===== src/rtl/mem_port_arbiter.sv =====
// Single-port memory arbiter between instruction fetch and data memory stages.
// Each access runs IDLE -> ACC -> DONE; byte loads are lane-selected and extended here.
module mem_port_arbiter #(
    parameter int TIMEOUT = 255
) (
    input  logic        clk,
    input  logic        rst_n,
    input  logic        if_req,
    input  logic [15:0] if_addr,
    output logic [15:0] if_rdata,
    output logic        if_valid,
    output logic        if_stall,
    input  logic        dm_rd,
    input  logic        dm_wr,
    input  logic [15:0] dm_addr,
    input  logic [15:0] dm_wdata,
    input  logic [1:0]  dm_size,
    output logic [15:0] dm_rdata,
    output logic        dm_valid,
    output logic        dm_stall,
    output logic        mem_en,
    output logic        mem_we,
    output logic [15:0] mem_addr,
    output logic [15:0] mem_wdata,
    output logic [1:0]  mem_be,
    input  logic [15:0] mem_rdata,
    input  logic        mem_ready,
    output logic        err
);
    // state  | meaning
    // IDLE   | no access in flight, arbitrate pending requests
    // DM_ACC | data access presented to memory, waiting for ready/timeout
    // IF_ACC | fetch access presented to memory, waiting for ready/timeout
    // DONE   | valid pulse to the served requester, memory idle
    typedef enum logic [1:0] {IDLE, DM_ACC, IF_ACC, DONE} state_t;

    localparam logic [7:0] TIMEOUT_CNT = 8'(TIMEOUT);
    localparam bit         TIMEOUT_EN  = (TIMEOUT != 0);

    state_t      state, state_nxt;
    logic        grant_dm, grant_if;
    logic        last_dm;
    logic        byte_acc, sign_ext, lane;
    logic [7:0]  wait_cnt;
    logic        dm_req, in_acc, timeout_hit, acc_exit, dm_byte;
    logic [7:0]  rd_byte;
    logic [15:0] ld_data;

    assign dm_req      = dm_rd | dm_wr;
    assign in_acc      = (state == DM_ACC) || (state == IF_ACC);
    assign timeout_hit = TIMEOUT_EN && (wait_cnt == TIMEOUT_CNT);
    assign acc_exit    = in_acc && (mem_ready || timeout_hit);
    assign dm_byte     = dm_size[0] ^ dm_size[1];

    assign rd_byte = lane ? mem_rdata[15:8] : mem_rdata[7:0];
    assign ld_data = !byte_acc ? mem_rdata :
                     sign_ext  ? {{8{rd_byte[7]}}, rd_byte} : {8'h00, rd_byte};

    assign if_stall = if_req && !if_valid;
    assign dm_stall = dm_req && !dm_valid;

    always_ff @(posedge clk or negedge rst_n) begin
        if (!rst_n) state <= IDLE;
        else        state <= state_nxt;
    end

    always_comb begin
        state_nxt = state;
        grant_dm  = 1'b0;
        grant_if  = 1'b0;
        case (state)
            IDLE: begin
                // On conflict, serve whoever was not served last
                if (dm_req && (!if_req || !last_dm)) begin
                    state_nxt = DM_ACC;
                    grant_dm  = 1'b1;
                end else if (if_req) begin
                    state_nxt = IF_ACC;
                    grant_if  = 1'b1;
                end
            end
            DM_ACC, IF_ACC: if (mem_ready || timeout_hit) state_nxt = DONE;
            DONE:    state_nxt = IDLE;
            default: state_nxt = IDLE;
        endcase
    end

    always_ff @(posedge clk or negedge rst_n) begin
        if (!rst_n) begin
            mem_en    <= 1'b0;
            mem_we    <= 1'b0;
            mem_be    <= 2'b00;
            mem_addr  <= 16'h0000;
            mem_wdata <= 16'h0000;
            if_valid  <= 1'b0;
            dm_valid  <= 1'b0;
            if_rdata  <= 16'h0000;
            dm_rdata  <= 16'h0000;
            err       <= 1'b0;
            wait_cnt  <= 8'h00;
            last_dm   <= 1'b0;
            byte_acc  <= 1'b0;
            sign_ext  <= 1'b0;
            lane      <= 1'b0;
        end else begin
            if_valid <= 1'b0;
            dm_valid <= 1'b0;
            if (grant_dm) begin
                mem_en    <= 1'b1;
                mem_we    <= dm_wr;
                mem_addr  <= dm_addr & 16'hFFFE;
                mem_be    <= dm_byte ? (dm_addr[0] ? 2'b10 : 2'b01) : 2'b11;
                mem_wdata <= dm_byte ? {2{dm_wdata[7:0]}} : dm_wdata;
                byte_acc  <= dm_byte;
                sign_ext  <= (dm_size == 2'b10);
                lane      <= dm_addr[0];
                wait_cnt  <= 8'h00;
            end else if (grant_if) begin
                mem_en   <= 1'b1;
                mem_we   <= 1'b0;
                mem_addr <= if_addr & 16'hFFFE;
                mem_be   <= 2'b11;
                byte_acc <= 1'b0;
                sign_ext <= 1'b0;
                lane     <= 1'b0;
                wait_cnt <= 8'h00;
            end else if (acc_exit) begin
                mem_en <= 1'b0;
                mem_we <= 1'b0;
                // Ready wins over a timeout landing on the same edge
                if (!mem_ready) err <= 1'b1;
                if (state == DM_ACC) begin
                    dm_valid <= 1'b1;
                    dm_rdata <= mem_ready ? ld_data : 16'h0000;
                    last_dm  <= 1'b1;
                end else begin
                    if_valid <= 1'b1;
                    if_rdata <= mem_ready ? ld_data : 16'h0000;
                    last_dm  <= 1'b0;
                end
            end else if (in_acc) begin
                wait_cnt <= wait_cnt + 8'd1;
            end
        end
    end
endmodule


===== config.mk =====
export PLATFORM = sky130hd
export DESIGN_NAME = mem_port_arbiter
export DESIGN_NICKNAME = d
export VERILOG_FILES = /design/src/rtl/mem_port_arbiter.sv
export SDC_FILE = /design/constraint.sdc
export NUM_CORES = 1
export LEC_CHECK = 0
export ABC_AREA = 1
export BUFFER_PORTS_ARGS = -buffer_cell sky130_fd_sc_hd__buf_2
export CAP_MARGIN = 30
export CELL_PAD_IN_SITES_DETAIL_PLACEMENT = 0
export CELL_PAD_IN_SITES_GLOBAL_PLACEMENT = 2
export CORE_ASPECT_RATIO = 1.75
export CORE_MARGIN = 1
export CORE_UTILIZATION = 29
export DETAILED_ROUTE_END_ITERATION = 10
export GPL_TIMING_DRIVEN = 1
export PLACE_DENSITY = 0.81
export SYNTH_ARGS = -nofsm -noshare
export SYNTH_HDL_FRONTEND = slang
export SYNTH_SLANG_ARGS = --single-unit
export TNS_END_PERCENT = 5

===== constraint.sdc =====
create_clock -name clk -period 2.31 [get_ports clk]
set_input_delay 0.231 -clock clk [delete_from_list [all_inputs] [get_ports clk]]
set_output_delay 0.231 -clock clk [all_outputs]
set_load 0.1 [all_outputs]

==> results.toml, run 1 <==
[timing]
skew_ns = 0.0102
max_freq_mhz = 491
maxSlewViolCount = 0
hold_viol_final = 0
setup_viol = 0
max-slew-margin-rel_pct = 46.8
setup_tns_ns = 0
min_period_ns = 2.04
worst_pin_slew_ns = 0.795
finalCritPeriodShare_pct = 88.2
rsz0062_at_grt = "no"
worst_slack_ns = 0.273

[final_layout]
nets = 701
utilization_pct = 39.1
antennaDiodeCount = 0
n_fill_cell = 1437
synthToLayoutAreaGrowth_pct = 30.7
postLayoutCellArea_mm2 = 0.00511
final_layout_size_suffix_gt1_share_pct = 28.7

[setup_path]
worstPathCellList = "inv_1 > ha_1 > o21ai_4 > nand4_2 > nand2_1 > nand2_1"
crit_fanout = 28
ff2ff_setup_slack_ns = 0.27
worstSetupEndpointType = "flip-flop"
cp_top_family = "simple AND/OR/NAND/NOR gates"
timing.rr.start = "state[0]$_DFFE_PN0P_"
worstPathArrival_ns = 2.26
cp_num_buf_inv = 1
crit_slowest_cell = "nand4_2"
critPathLaunchType = "flip-flop"
cpMostUsedCell = "nand2_1"
worst-r2r-cell-count = 6
r2r-end = "if_rdata[15]$_DFFE_PN0P_"
worstSetupPathType = "flip-flop to flip-flop"
cp_data_required_time_ns = 2.53
critPathMaxStageDelay_ns = 0.61

[synth]
synth_seq_area_share_pct = 53.7
yosys.area.top_type = "dfrtp_1"
ys.flop_type = "dfrtp_1"
yosys-top-cells-count = "nand2_1, dfrtp_1, o21ai_0"
ys_ff_latch = 84
synth_top_area_share_pct = 53.7
synth_edf_count = 0
synth_top_cells_by_area = "dfrtp_1, nand2_1, o21ai_0"
syn-instance-count = 482
syn_avg_cell_area_um2 = 8.12
yosysWarningCount = 0
yosysMostFrequentCell = "nand2_1"
syn_nets = 558
synth_area_mm2 = 0.00391
async_flop_share_pct = 100
synthDistinctLibCells = 29

[global_route]
gr-usage-all-layers_pct = 16.4
grt.overflow.total = 0
grt_max_degree = 45
grt_first_pass_wirelength_mm = 18.1
grt_pass1_vias = 3583
grt_antenna_before_repair = 0

[clock_network]
cts_made_buffers = 9
cts.sinks = 84
cts_root_buffer = "clkbuf_16"
clk_path_buf_depth = 2
cts_max_level = 3
worstSkewPairLatency_ns = 0.34
cts_tree = "built"
cts.clk_slew.worst_paths_ns = 0.07
cts_resized = 0
postCtsSetupRepairBufs = 0
holdBufCountCts = 1

[detailed_routing]
drtIter0Drc = 105
firstDrtPassIters = 4
viasPerCell = 4.45
antenna_left = 0
wire_per_inst_um = 13.7
wl_mm = 11.0
vias = 3567
drc_errors = 0

[placed_design]
dp_hpwl_mm = 8.17
place_ws_ns = 0.129
gp_congestion = 0.773
dpl_cell_area_mm2 = 0.00480
portBuffers = 142

[die]
die_w_um = 89.8
io_pins = 145
start_util_pct = 29.9
fp.dieArea_mm2 = 0.0140
coreArea_mm2 = 0.0131
rows = 55
dieHeight_um = 156

[min_path]
hp-start = "dm_wdata[1]"
holdPathEnd = "mem_wdata[1]$_DFFE_PN0P_"
hold_path_class = "primary input to flip-flop"
hold_path_depth = 3

[outcome]
status = "completed"

[run]
maxCapViolations = 0
metal layers:
metal	GRT usage [%]	vias up	routed length [um]
li1	-	1804	-
met1	19.2	1646	4500
met2	29.4	108	5810
met3	3.51	9	523
met4	6.25	0	139
met5	0	-	0
how the worst max path moves through the flow:
stage               slack [ns]                  endpoint            startpoint  cells after the start
finish                    0.27  if_rdata[15]$_DFFE_PN0P_  state[0]$_DFFE_PN0P_                      6
floorplan                -0.06                  if_stall    if_valid$_DFF_PN0_                      1
global placement          0.16  if_rdata[13]$_DFFE_PN0P_                 dm_wr                      7
CTS                       0.21  if_rdata[15]$_DFFE_PN0P_  state[0]$_DFFE_PN0P_                      6
global route              0.07  dm_rdata[14]$_DFFE_PN0P_  state[0]$_DFFE_PN0P_                      6
detailed placement        0.13   dm_rdata[7]$_DFFE_PN0P_                 dm_wr                      7
kinds of logic (layout without fill, tap and decap cells):
logic type                 Yosys count  count (layout)  synth area share [%]
adders and majority gates            4               4                  1.28
xor gates and xnor gates             3               3                 0.672
AOI/OAI and AO/OA                   83              83                  11.4
DFF                                 84              84                  53.7
buffers and inverters               52             200                  5.79
and+or+nand+nor                    255             255                  27.1
other                                1               1                0.0958
worst reg2reg max path: stages, from the launching register on:
cell     delay, ns
dfrtp_1       0.37
inv_1         0.05
ha_1          0.29
o21ai_4       0.33
nand4_2       0.61
nand2_1       0.21
nand2_1       0.07
registers in the layout, indices dropped and copies added, names as in the netlist:
signal / count
dm_valid: 1
last_dm: 1
byte_acc: 1
lane: 1
err: 1
if_valid: 1
mem_wdata: 16
state: 2
sign_ext: 1
mem_we: 1
mem_be: 2
mem_addr: 15
mem_en: 1
wait_cnt: 8
dm_rdata: 16
if_rdata: 16
stage by stage:
| step | cells | hold slack (ns) |
|---|---|---|
| after CTS | 801 | 0.155 |
| after global routing | 801 | 0.168 |
| after global placement | 784 | 0.277 |
| after detailed placement | 784 | 0.280 |
| after floorplan | 482 | -0.0646 |
| final | 801 | 0.169 |
area by class of cell:
class                           instances  area, um2  share of cell area [%]
Sequential cell                        84       2100                    41.1
Multi-Input combinational cell        346       1590                    31.0
Timing Repair Buffer                  150        776                    15.2
Clock buffer                           10        239                    4.67
Tap cell                              171        214                    4.18
Inverter                               34        128                    2.50
Clock inverter                          6       70.1                    1.37
cells in the final DEF (no fill, tap or decap), types with 2 or more instances in the layout:
| cell type | n |
|---|---|
| nand2_1 | 176 |
| buf_2 | 141 |
| dfrtp_1 | 84 |
| o21ai_0 | 70 |
| nor2_1 | 52 |
| inv_1 | 31 |
| nand3_1 | 14 |
| clkbuf_16 | 9 |
| buf_4 | 8 |
| a21oi_1 | 5 |
| nand2_2 | 4 |
| ha_1 | 4 |
| inv_2 | 3 |
| o21bai_1 | 3 |
| xor2_1 | 3 |
| clkinvlp_4 | 3 |
| nor2_2 | 2 |
| nor2_8 | 2 |
| nand4_2 | 2 |
| inv_6 | 2 |
Power of run 1 is not shown: default switching activity piles up to over one toggle a cycle in this logic, so the estimate is an artifact.
==> run 2, diff against run 1 <==
--- a/config.mk
+++ b/config.mk
@@ -8,14 +8,13 @@
 export ABC_AREA = 1
 export BUFFER_PORTS_ARGS = -buffer_cell sky130_fd_sc_hd__buf_2
 export CAP_MARGIN = 30
-export CELL_PAD_IN_SITES_DETAIL_PLACEMENT = 0
-export CELL_PAD_IN_SITES_GLOBAL_PLACEMENT = 2
-export CORE_ASPECT_RATIO = 1.75
+export CORE_ASPECT_RATIO = 1.1
 export CORE_MARGIN = 1
-export CORE_UTILIZATION = 29
+export CORE_UTILIZATION = 53
 export DETAILED_ROUTE_END_ITERATION = 10
 export GPL_TIMING_DRIVEN = 1
-export PLACE_DENSITY = 0.81
+export PLACE_DENSITY = 0.82
+export REMOVE_ABC_BUFFERS = 1
 export SYNTH_ARGS = -nofsm -noshare
 export SYNTH_HDL_FRONTEND = slang
 export SYNTH_SLANG_ARGS = --single-unit
==> run 2 against run 1 <==
  * The flow now finishes with violations (DRC)
  * Die area decreased by 45%
  * Setup slack got worse by 0.082 ns
  * Via count grew 4.4%
  * Routed wire length decreased by 9.1%
  * Largest cell class unchanged
==> results.toml, run 2 (synthesized netlist as in run 1, its figures left out) <==
[timing]
hold_viol_final = 0
rsz0062_at_grt = "no"
min_period_ns = 2.12
worst_pin_slew_ns = 0.808
finalCritPeriodShare_pct = 91.7
setup_viol = 0
max_freq_mhz = 472
hold_slack_ns = 0.151
maxSlewViolCount = 0
max-slew-margin-rel_pct = 45.9
setup_tns_ns = 0
skew_ns = 0.0101

[global_route]
grt_first_pass_wirelength_mm = 16.6
grt_pass1_vias = 3630
grt_max_degree = 49
gr-usage-all-layers_pct = 27.1
grt.overflow.total = 0
grt_antenna_before_repair = 0

[setup_path]
critPathLaunchType = "flip-flop"
worstSetupPathType = "flip-flop to flip-flop"
crit_fanout = 28
cp_data_required_time_ns = 2.55
worstSetupEndpointType = "flip-flop"
worstPathArrival_ns = 2.36

[placed_design]
dp_cells = 695
gp_congestion = 0.868
portBuffers = 142
dp_hpwl_mm = 6.99

[clock_network]
cts_resized = 0
cts.sinks = 84
cts.clk_slew.worst_paths_ns = 0.09
cts_made_buffers = 9
cts_root_buffer = "clkbuf_8"
postCtsSetupRepairBufs = 0
worstSkewPairLatency_ns = 0.35
cts_tree = "built"
clk_path_buf_depth = 2
holdBufCountCts = 1
cts_max_level = 3

[detailed_routing]
vias = 3724
firstDrtPassIters = 8
wl_met1_mm = 4.15
wl_mm = 9.97
antenna_left = 0
dr_wl_met3_um = 536
drc_errors = 2
route.met2.wl_mm = 5.03
drtIter0Drc = 198
viasPerCell = 5.23
highest_layer = "met4"
wire_per_inst_um = 14.0

[die]
start_util_pct = 55.2
io_pins = 145
fp.dieArea_mm2 = 0.00773
dieHeight_um = 92.1
rows = 32
coreArea_mm2 = 0.00709
die_w_um = 83.9

[final_layout]
reg_top3 = "dm_rdata: 16 flops, if_rdata: 16 flops, mem_wdata: 16 flops"
antennaDiodeCount = 0
final_layout_size_suffix_gt1_share_pct = 28.1
fin_cells = 712
final_cell_mix = "nand2_1, buf_2, dfrtp_1, o21ai_0, nor2_1"
final_common_cell = "nand2_1"
n_fill_cell = 583
nets = 698
synthToLayoutAreaGrowth_pct = 24.9

[run]
maxCapViolations = 0

[min_path]
hold_path_class = "primary input to flip-flop"

[outcome]
status = "finished with violations"
violations = "DRC"
[run 2: changes by cell type in the layout (fill, tap and decap cells not counted), sizes merged]
cell      delta
clkinv       +1
buf          -3
clkinvlp     -1
inv          -1
clkbuf       +1
[run 2: layout make-up]
type | instances | area [um2] | area share (%)
Sequential cell | 84 | 2100 | 43.0
Multi-Input combinational cell | 346 | 1580 | 32.4
Timing Repair Buffer | 147 | 766 | 15.7
Clock buffer | 11 | 141 | 2.89
Inverter | 34 | 128 | 2.61
Tap cell | 85 | 106 | 2.18
Clock inverter | 5 | 58.8 | 1.20
[run 2: path summary, 6_finish.rpt]
path | slack, ns | end | cells after the start | start
min in group asynchronous | 0.43 | dm_rdata[2]$_DFFE_PN0P_ | 2 | rst_n
min reg2reg | 0.47 | mem_en$_DFFE_PN0P_ | 2 | mem_en$_DFFE_PN0P_
max | 0.19 | if_rdata[3]$_DFFE_PN0P_ | 6 | state[0]$_DFFE_PN0P_
max reg2reg | 0.19 | if_rdata[3]$_DFFE_PN0P_ | 6 | state[0]$_DFFE_PN0P_
max in group asynchronous | 1.26 | wait_cnt[3]$_DFFE_PN0P_ | 3 | rst_n
min | 0.15 | mem_wdata[7]$_DFFE_PN0P_ | 3 | dm_wdata[7]
[run 2: critical path, cell delays in order (launching register included)]
cell and delay [ns]:
dfrtp_1 0.38, inv_1 0.06, ha_1 0.28, o21ai_4 0.33
nand4_2 0.62, nand2_1 0.23, nand2_1 0.09
[run 2: layer usage]
| metal | up-vias | track usage [%] |
|---|---|---|
| met5 | - | 0 |
| met1 | 1762 | 34.4 |
| met4 | 0 | 12.5 |
| met2 | 137 | 45.6 |
| met3 | 28 | 4.68 |
| li1 | 1797 | - |
[run 2: through the flow]
stage	setup slack, ns	utilization [%]	cell area (um2)
5_1_grt	0.0894	68.9	4890
4_1_cts	0.247	68.9	4890
3_3_place_gp	0.200	66.0	4680
3_5_place_dp	0.192	66.0	4680
6_report	0.192	68.9	4890
2_1_floorplan	-0.128	-	3810
Power of run 2 is left out for the same reason.
==> run 3, diff against run 2 <==
--- a/config.mk
+++ b/config.mk
@@ -10,10 +10,10 @@
 export CAP_MARGIN = 30
 export CORE_ASPECT_RATIO = 1.1
 export CORE_MARGIN = 1
-export CORE_UTILIZATION = 53
+export CORE_UTILIZATION = 40
 export DETAILED_ROUTE_END_ITERATION = 10
 export GPL_TIMING_DRIVEN = 1
-export PLACE_DENSITY = 0.82
+export PLACE_DENSITY = 0.64
 export REMOVE_ABC_BUFFERS = 1
 export SYNTH_ARGS = -nofsm -noshare
 export SYNTH_HDL_FRONTEND = slang
==> run 3 against run 2 <==
  * The flow now finishes without violations
  * Maximum frequency increased by 17%
  * First-iteration DRC count decreased by 30%
  * Register-to-register slack improved by 0.31 ns
  * Flip-flop and latch count is the same
  * Hold slack got worse by 0.0022 ns
  * Cell count increased by 4.5%
  * Critical path type unchanged
  * Largest cell class unchanged
==> results.toml, run 3 (synthesized netlist as in run 1, its figures left out) <==
[setup_path]
worstSetupEndpointType = "flip-flop"
worstSetupPathType = "flip-flop to flip-flop"
timing.rr.start = "state[0]$_DFFE_PN0P_"
crit_fanout = 17
cp_data_required_time_ns = 2.55
worstPathArrival_ns = 2.05
critPathLaunchType = "flip-flop"
crit_start = "state[0]$_DFFE_PN0P_"

[final_layout]
antennaDiodeCount = 0
final_cell_mix = "nand2_1, buf_2, dfrtp_1, o21ai_0, nor2_1"
reg_top3 = "dm_rdata: 16 flops, if_rdata: 16 flops, mem_wdata: 16 flops"
synthToLayoutAreaGrowth_pct = 26.2
nets = 700
final_layout_size_suffix_gt1_share_pct = 28.2
final_common_cell = "nand2_1"
fin_cells = 744

[timing]
hold_viol_final = 0
max-slew-margin-rel_pct = 65.2
setup_tns_ns = 0
finalCritPeriodShare_pct = 78.4
rsz0062_at_grt = "no"
worst_slack_ns = 0.500
setup_viol = 0
worst_pin_slew_ns = 0.521
min_period_ns = 1.81
skew_ns = 0.00779
max_freq_mhz = 552
maxSlewViolCount = 0

[global_route]
grt_first_pass_wirelength_mm = 16.4
grt_antenna_before_repair = 0
grt_pass1_vias = 3608
grt.overflow.total = 0
grt_max_degree = 40
gr-usage-all-layers_pct = 20.9

[placed_design]
dp_cells = 729
dp_hpwl_mm = 7.15
gp_congestion = 0.831
portBuffers = 142
place_ws_ns = 0.509

[clock_network]
worstSkewPairLatency_ns = 0.35
cts_tree = "built"
cts_made_buffers = 9
cts.clk_slew.worst_paths_ns = 0.08
cts_root_buffer = "clkbuf_8"
postCtsSetupRepairBufs = 0
clk_path_buf_depth = 2
cts_max_level = 3
cts.sinks = 84

[min_path]
hp-start = "dm_wdata[4]"
hold_path_class = "primary input to flip-flop"

[die]
io_pins = 145
dieHeight_um = 106
start_util_pct = 41.4
die_w_um = 96.3
rows = 37
fp.dieArea_mm2 = 0.0102
coreArea_mm2 = 0.00944

[detailed_routing]
firstDrtPassIters = 4
drtIter0Drc = 139
drc_errors = 0
vias = 3538
wl_mm = 9.85
antenna_left = 0
wire_per_inst_um = 13.2
viasPerCell = 4.76

[outcome]
status = "completed"

[run]
maxCapViolations = 0
-- run 3: worst paths after layout --
kind / end / cells after the start / slack, ns
setup / recovery: dm_rdata[8]$_DFFE_PN0P_ / 6 / 0.50
hold / removal: mem_wdata[4]$_DFFE_PN0P_ / 3 / 0.15
setup reg to reg: dm_rdata[8]$_DFFE_PN0P_ / 6 / 0.50
hold reg to reg: mem_en$_DFFE_PN0P_ / 2 / 0.47
max in group asynchronous: if_rdata[15]$_DFFE_PN0P_ / 3 / 1.17
min in group asynchronous: wait_cnt[7]$_DFFE_PN0P_ / 2 / 0.40
-- run 3: critical path, stage by stage, from the launching register on --
cell	delay (ns)
dfrtp_1	0.38
inv_1	0.05
ha_1	0.28
o21ai_4	0.20
nand4_2	0.51
nand2_1	0.19
nand2_1	0.08
-- run 3: layer usage --
layer  vias up  wire, um  track usage (%)
met5         -         0                0
met4         0       208             9.14
met3        17       510             4.18
met2        83      4790             34.3
met1      1635      4340             26.5
li1       1803         -                -
-- run 3: final cells by class --
type / count / area (um2)
sequential: 84 / 2100
clock inverter: 1 / 30.0
multi-input combinational: 346 / 1580
fill: 955 / 4510
timing repair buffer: 149 / 768
inverter: 34 / 128
tap: 117 / 146
clock buffer: 13 / 179
-- run 3: stage by stage --
stage	hold WS (ns)	utilization [%]	area [um2]
2_1_floorplan	-0.0646	-	3810
6_report	0.149	52.3	4940
3_3_place_gp	0.242	50.0	4720
3_5_place_dp	0.248	50.0	4720
5_1_grt	0.148	52.3	4940
4_1_cts	0.134	52.3	4940
-- run 3: timing repair --
action                    in CTS  in global routing
hold buffers                   1                  0
resized for setup              0                  0
hold endpoints to repair      37                  0
Power of run 3 is left out for the same reason.
